**src/rtl/chan_ctrl_pkg.sv**
```systemverilog
// Shared types, constants and helper functions for the channel configuration sequencer.
package chan_ctrl_pkg;

   typedef enum logic [1:0] {
      S_HOLD   = 2'd0,
      S_WAKE   = 2'd1,
      S_CONFIG = 2'd2,
      S_RUN    = 2'd3
   } chan_state_e;

   localparam logic [11:0] FFT_SIZE_MIN       = 12'd8;
   localparam logic [11:0] FFT_SIZE_MAX       = 12'd2048;
   localparam logic [11:0] DEFAULT_FFT_SIZE   = 12'd8;
   localparam logic [15:0] DEFAULT_PAYLOAD_M1 = 16'd63;

   // Index of the highest set bit; for valid power-of-two sizes this is log2(size).
   function automatic logic [4:0] nfft_encode(input logic [11:0] size);
      logic [4:0] n;
      n = 5'd0;
      for (int i = 0; i < 12; i++) begin
         if (size[i]) n = 5'(i);
      end
      return n;
   endfunction

   function automatic logic size_valid(input logic [11:0] size);
      return (size >= FFT_SIZE_MIN) && (size <= FFT_SIZE_MAX) &&
             ((size & (size - 12'd1)) == 12'd0);
   endfunction

endpackage

```
**src/rtl/chan_cfg_sequencer.sv**
```systemverilog
// Applies host FFT/payload configuration: resets the datapath, wakes and configures the FFT core.
// Optional config-handshake timeout is enabled by defining CHAN_CFG_TIMEOUT_EN.
module chan_cfg_sequencer
   import chan_ctrl_pkg::*;
#(
   parameter int unsigned RESET_HOLD     = 8,
   parameter int unsigned WAKE_CYCLES    = 2,
   parameter int unsigned TIMEOUT_CYCLES = 1024
) (
   input  logic        clk,
   input  logic        sync_reset,
   input  logic        cfg_valid,
   input  logic [11:0] cfg_fft_size,
   input  logic [15:0] cfg_payload_length,
   output logic        cfg_ready,
   output logic [11:0] fft_size,
   output logic [15:0] payload_length_m1,
   output logic        dp_reset,
   output logic        fft_aresetn,
   output logic        fft_config_tvalid,
   output logic [15:0] fft_config_tdata,
   input  logic        fft_config_tready,
   output logic        busy,
   output logic        cfg_error,
   output logic        timeout
);

   localparam int unsigned HoldWakeMax = (RESET_HOLD > WAKE_CYCLES) ? RESET_HOLD : WAKE_CYCLES;
`ifdef CHAN_CFG_TIMEOUT_EN
   localparam int unsigned CntMax = (HoldWakeMax > TIMEOUT_CYCLES) ? HoldWakeMax : TIMEOUT_CYCLES;
`else
   localparam int unsigned CntMax = (TIMEOUT_CYCLES != 0) ? HoldWakeMax : HoldWakeMax;
`endif
   localparam int unsigned CntW = (CntMax > 1) ? $clog2(CntMax) : 1;

   chan_state_e     state_q, state_d;
   logic [CntW-1:0] cnt_q, cnt_d;
   logic [11:0]     fft_size_q, fft_size_d;
   logic [15:0]     plm1_q, plm1_d;
   logic            cfg_error_q, cfg_error_d;
   logic            cfg_ready_q, dp_reset_q, fft_aresetn_q, tvalid_q, busy_q;
   logic [15:0]     tdata_q;
   logic            req_ok, accept;
   logic [15:0]     req_m1;
`ifdef CHAN_CFG_TIMEOUT_EN
   logic            timeout_q, timeout_d;
`endif

   assign req_ok = size_valid(cfg_fft_size) && (cfg_payload_length != 16'd0);
   assign req_m1 = cfg_payload_length - 16'd1;
   assign accept = cfg_valid && cfg_ready_q;

   always_comb begin
      state_d     = state_q;
      cnt_d       = cnt_q;
      fft_size_d  = fft_size_q;
      plm1_d      = plm1_q;
      cfg_error_d = cfg_error_q;
`ifdef CHAN_CFG_TIMEOUT_EN
      timeout_d   = timeout_q;
`endif
      unique case (state_q)
         S_HOLD: begin
            if (cnt_q == '0) begin
               state_d = S_WAKE;
               cnt_d   = CntW'(WAKE_CYCLES - 1);
            end else begin
               cnt_d = cnt_q - 1'b1;
            end
         end
         S_WAKE: begin
            if (cnt_q == '0) begin
               state_d = S_CONFIG;
`ifdef CHAN_CFG_TIMEOUT_EN
               cnt_d   = CntW'(TIMEOUT_CYCLES - 1);
`endif
            end else begin
               cnt_d = cnt_q - 1'b1;
            end
         end
         S_CONFIG: begin
            if (fft_config_tready) begin
               state_d = S_RUN;
`ifdef CHAN_CFG_TIMEOUT_EN
            end else if (cnt_q == '0) begin
               timeout_d = 1'b1;
               state_d   = S_HOLD;
               cnt_d     = CntW'(RESET_HOLD - 1);
            end else begin
               cnt_d = cnt_q - 1'b1;
`endif
            end
         end
         S_RUN: begin
            if (accept) begin
               if (req_ok) begin
                  cfg_error_d = 1'b0;
`ifdef CHAN_CFG_TIMEOUT_EN
                  timeout_d   = 1'b0;
`endif
                  // An identical request only acknowledges; no resequencing.
                  if ((cfg_fft_size != fft_size_q) || (req_m1 != plm1_q)) begin
                     fft_size_d = cfg_fft_size;
                     plm1_d     = req_m1;
                     state_d    = S_HOLD;
                     cnt_d      = CntW'(RESET_HOLD - 1);
                  end
               end else begin
                  cfg_error_d = 1'b1;
               end
            end
         end
         default: state_d = S_HOLD;
      endcase
   end

   // Outputs are registered decodes of the next state so they line up with state_q.
   always_ff @(posedge clk or posedge sync_reset) begin
      if (sync_reset) begin
         state_q       <= S_HOLD;
         cnt_q         <= CntW'(RESET_HOLD - 1);
         fft_size_q    <= DEFAULT_FFT_SIZE;
         plm1_q        <= DEFAULT_PAYLOAD_M1;
         cfg_error_q   <= 1'b0;
         cfg_ready_q   <= 1'b0;
         dp_reset_q    <= 1'b1;
         fft_aresetn_q <= 1'b0;
         tvalid_q      <= 1'b0;
         tdata_q       <= {11'd0, nfft_encode(DEFAULT_FFT_SIZE)};
         busy_q        <= 1'b1;
      end else begin
         state_q       <= state_d;
         cnt_q         <= cnt_d;
         fft_size_q    <= fft_size_d;
         plm1_q        <= plm1_d;
         cfg_error_q   <= cfg_error_d;
         cfg_ready_q   <= (state_d == S_RUN);
         dp_reset_q    <= (state_d != S_RUN);
         fft_aresetn_q <= (state_d != S_HOLD);
         tvalid_q      <= (state_d == S_CONFIG);
         tdata_q       <= {11'd0, nfft_encode(fft_size_d)};
         busy_q        <= (state_d != S_RUN);
      end
   end

`ifdef CHAN_CFG_TIMEOUT_EN
   always_ff @(posedge clk or posedge sync_reset) begin
      if (sync_reset) timeout_q <= 1'b0;
      else            timeout_q <= timeout_d;
   end
   assign timeout = timeout_q;
`else
   assign timeout = 1'b0;
`endif

   assign cfg_ready         = cfg_ready_q;
   assign fft_size          = fft_size_q;
   assign payload_length_m1 = plm1_q;
   assign dp_reset          = dp_reset_q;
   assign fft_aresetn       = fft_aresetn_q;
   assign fft_config_tvalid = tvalid_q;
   assign fft_config_tdata  = tdata_q;
   assign busy              = busy_q;
   assign cfg_error         = cfg_error_q;

endmodule

```
**config.mk**
```make
export PLATFORM = sky130hd
export DESIGN_NAME = chan_cfg_sequencer
export DESIGN_NICKNAME = d
export VERILOG_FILES = /design/src/rtl/chan_ctrl_pkg.sv /design/src/rtl/chan_cfg_sequencer.sv
export SDC_FILE = /design/constraint.sdc
export NUM_CORES = 1
export LEC_CHECK = 0
export ABC_AREA = 0
export BUFFER_PORTS_ARGS = -buffer_cell sky130_fd_sc_hd__buf_4
export CORE_MARGIN = 2
export CORE_UTILIZATION = 50
export CTS_CLUSTER_DIAMETER = 80
export DETAILED_ROUTE_END_ITERATION = 8
export PLACE_DENSITY = 0.76
export SYNTH_ARGS = -nofsm -noshare
export SYNTH_HDL_FRONTEND = slang
export SYNTH_SLANG_ARGS = --single-unit
```
**constraint.sdc**
```tcl
create_clock -name clk -period 4.7 [get_ports clk]
set_input_delay 0.705 -clock clk [delete_from_list [all_inputs] [get_ports clk]]
set_output_delay 0.705 -clock clk [all_outputs]
set_load 0.03 [all_outputs]
```
==> impl_results.md <==
- Status: complete, no violations
- Top cells by count, synth: 29 x dfrtp_1, 25 x xnor2_1, 21 x nor2_1
- Max Slew Vio Count: 0
- Max Clk Rate: 246 MHz
- Max Cap Viol: 0
- Number of synthesized flops with an enable pin: 0
- Drt wl/cell: 16.4 microns
- Final setup TNS: 0 ns
- Layout fillers: 513
- Slew HR: 0.450
- Clk sink count: 42
- Final hold viol count: 0
- Top_reg_cell synth: dfrtp_1
- Die Height: 83.1 microns
- GRT Residual Overflow: 0
- DIE AREA: 0.00690 sq mm
- Post-CTS setup buffers: 0
- Clock network latency to the later pin of the worst-skew pair: 0.30 ns
- Ys async rst share: 1.00
- Pre-antenna DRT Iters: 4
- Worst-margin pin slew: 0.804 ns
- Critical Path AT: 4.25 ns
- # setup viols final: 0
- Final min period: 4.07 ns
- GRT Max-Usage Layer: met2
- RSZ-0062 raised after global routing: false
- Post-route ant nets: 0
- Ys Warns: 0
- Layout Area Growth over Synthesis: 19.8%
- Yosys reg bits: 42
- First-pass GRT wire length: 12.6 mm
- Syn Inst Count: 318
- CTS root buf: clkbuf_8
- Yosys top cell by area: dfrtp_1
- DRC viols: 0
- Site Rows: 28
- Setup CP Type: in2reg
- Share of cells above drive strength 1: 0.313
- Vias in the first global route: 2600
- Hold slack: 0.481 ns
- Clock Skews: 0.00683 ns
- Placeable Area: 0.00599 sq mm
- DP Wirelength: 5.71 mm
- Number of top-level pins: 83
- Syn Area/Cell: 9.83 sq um
- Detailed Route Iter0 Violations: 188
- Die width: 83.1 microns
- Via Count: 2630
- Cell Area, Synth: 0.00313 sq mm
- M3 GR Usage: 0.0368
- Hold Crit Class: reg2reg
- Initial core utilization: 0.522
- Register area: 0.00107 sq mm
- Pin count of the biggest net entering global routing: 43
- Power per Cell Area: 225 mW/mm^2
- Synth area leaders: dfrtp_1 23%, dfstp_2 11%, xnor2_1 7.0%, mux2_4 5.8%, buf_4 3.6%
- Leak: 1.58 nW
- Count leader, synth: dfrtp_1
- Hold buffers post-CTS: 0
- Final wirelength: 7.52 mm
- Tcrit/Tclk final: 0.866
- Drt via density: 5.74
- I/O Buffers: 69
- Clk buf depth: 2
- Yosys top cell area share: 0.232
- Routing usage on met1: 0.305
- Ant diodes: 0
- Global routing usage on met2: 0.361
- Distinct cells, synth: 64
- Gr usage total: 0.220
- TritonCTS clock tree: built
- VDD IR-drop max: 0.164 mV
- # H-tree levels: 2
- Number of antenna violations at the first check in global routing: 0
- Post-CTS sizing: 0
- Crit start category: primary input
- Critical path data required time: 4.88 ns
- Clock-pin slew on the worst setup and hold paths: 0.09 ns
- GP Congestion: 0.879
- CP Max Fanout: 20
- Num CTS Buffers: 5
- Reg2reg setup slack: 1.64 ns
- Nets: 417
- Sequential area share after synthesis: 0.341
- Multi-input gate area: 0.00185 sq mm
- Crit. End Element: flop
[power by group]
group	switching (W)	internal, W	total [W]	leakage (nW)
logic	0.000102	0.0000689	0.000171	1.04
registers	0.00000834	0.000372	0.000380	0.483
clock network	0.000135	0.000157	0.000292	0.0579
total	0.000246	0.000598	0.000843	1.58
[cells by family (layout without fill, tap and decap cells)]
family | after synthesis | count (layout) | share of synthesized area
flip-flops | 42 | 42 | 0.341
XOR/XNOR | 38 | 38 | 0.124
other | 1 | 13 | 0.00120
AO/OA/AOI/OAI | 56 | 56 | 0.141
buffers and inverters | 45 | 98 | 0.0800
adder cells (fa/ha/maj) | 6 | 6 | 0.0216
multiplexers | 26 | 26 | 0.104
AND/OR/NAND/NOR | 104 | 104 | 0.187
[area by class of cell]
class	count	area share
repair buffers	72	0.148
well taps	75	0.0251
flip-flops and latches	42	0.285
inverters	18	0.0180
clock buffers	5	0.0184
multi-input cells	243	0.495
clock inverters	3	0.0107
[metrics by stage]
stage                     cell area (sq um)  utilization  setup WS [ns]  cells  total power (W)
after CTS                              3740        0.625          0.668    458         0.000844
after floorplan                        3170            -           1.09    330         0.000502
after detailed placement               3640        0.607          0.375    450         0.000557
final                                  3740        0.625          0.631    458         0.000843
after global placement                 3640        0.607          0.510    450         0.000554
after global routing                   3740        0.625          0.392    458         0.000876
[registers in the layout, indices dropped and copies added (netlist names)]
register,cells
cfg_error,1
cnt_q,3
payload_length_m1,16
cfg_ready,1
busy,1
fft_config_tvalid,1
fft_size,12
state_q,2
fft_aresetn,1
fft_config_tdata,4
[final timing paths]
check                                       from                    end  depth (start not counted)
setup reg to reg            payload_length_m1[4]            fft_size[7]                          7
hold / removal              payload_length_m1[1]   payload_length_m1[1]                          2
max in group asynchronous             sync_reset            fft_size[3]                          3
hold reg to reg             payload_length_m1[1]   payload_length_m1[1]                          2
setup / recovery           cfg_payload_length[0]            fft_size[7]                         11
min in group asynchronous             sync_reset  payload_length_m1[13]                          3
[metal layers]
layer  vias to the layer above  share of wire
met4                         0         0.0088
met3                         8          0.049
li1                       1264              -
met1                      1281           0.46
met5                         -              0
met2                        77           0.48
[placed cells by master, fill, tap and decap left out, drive strengths merged, types with 9 or more instances in the layout]
master	n
dfrtp	29
dfstp	13
mux2i	11
nor2	21
mux2	15
nor3	15
o21ai	10
nor4	9
xor2	9
xnor2	25
inv	18
buf	72
conb	13
[worst max-delay path, cell delays in order]
cell       delay [ns]
buf_4            0.13
inv_1            0.08
ha_1             0.26
or4b_1           0.64
nor4_1           0.39
xnor2_1          0.19
xnor2_1          0.11
a2111oi_0        0.65
a41oi_4          0.46
buf_12           0.31
mux2_4           0.30
No activity file was read; power rests on OpenSTA's default activity.
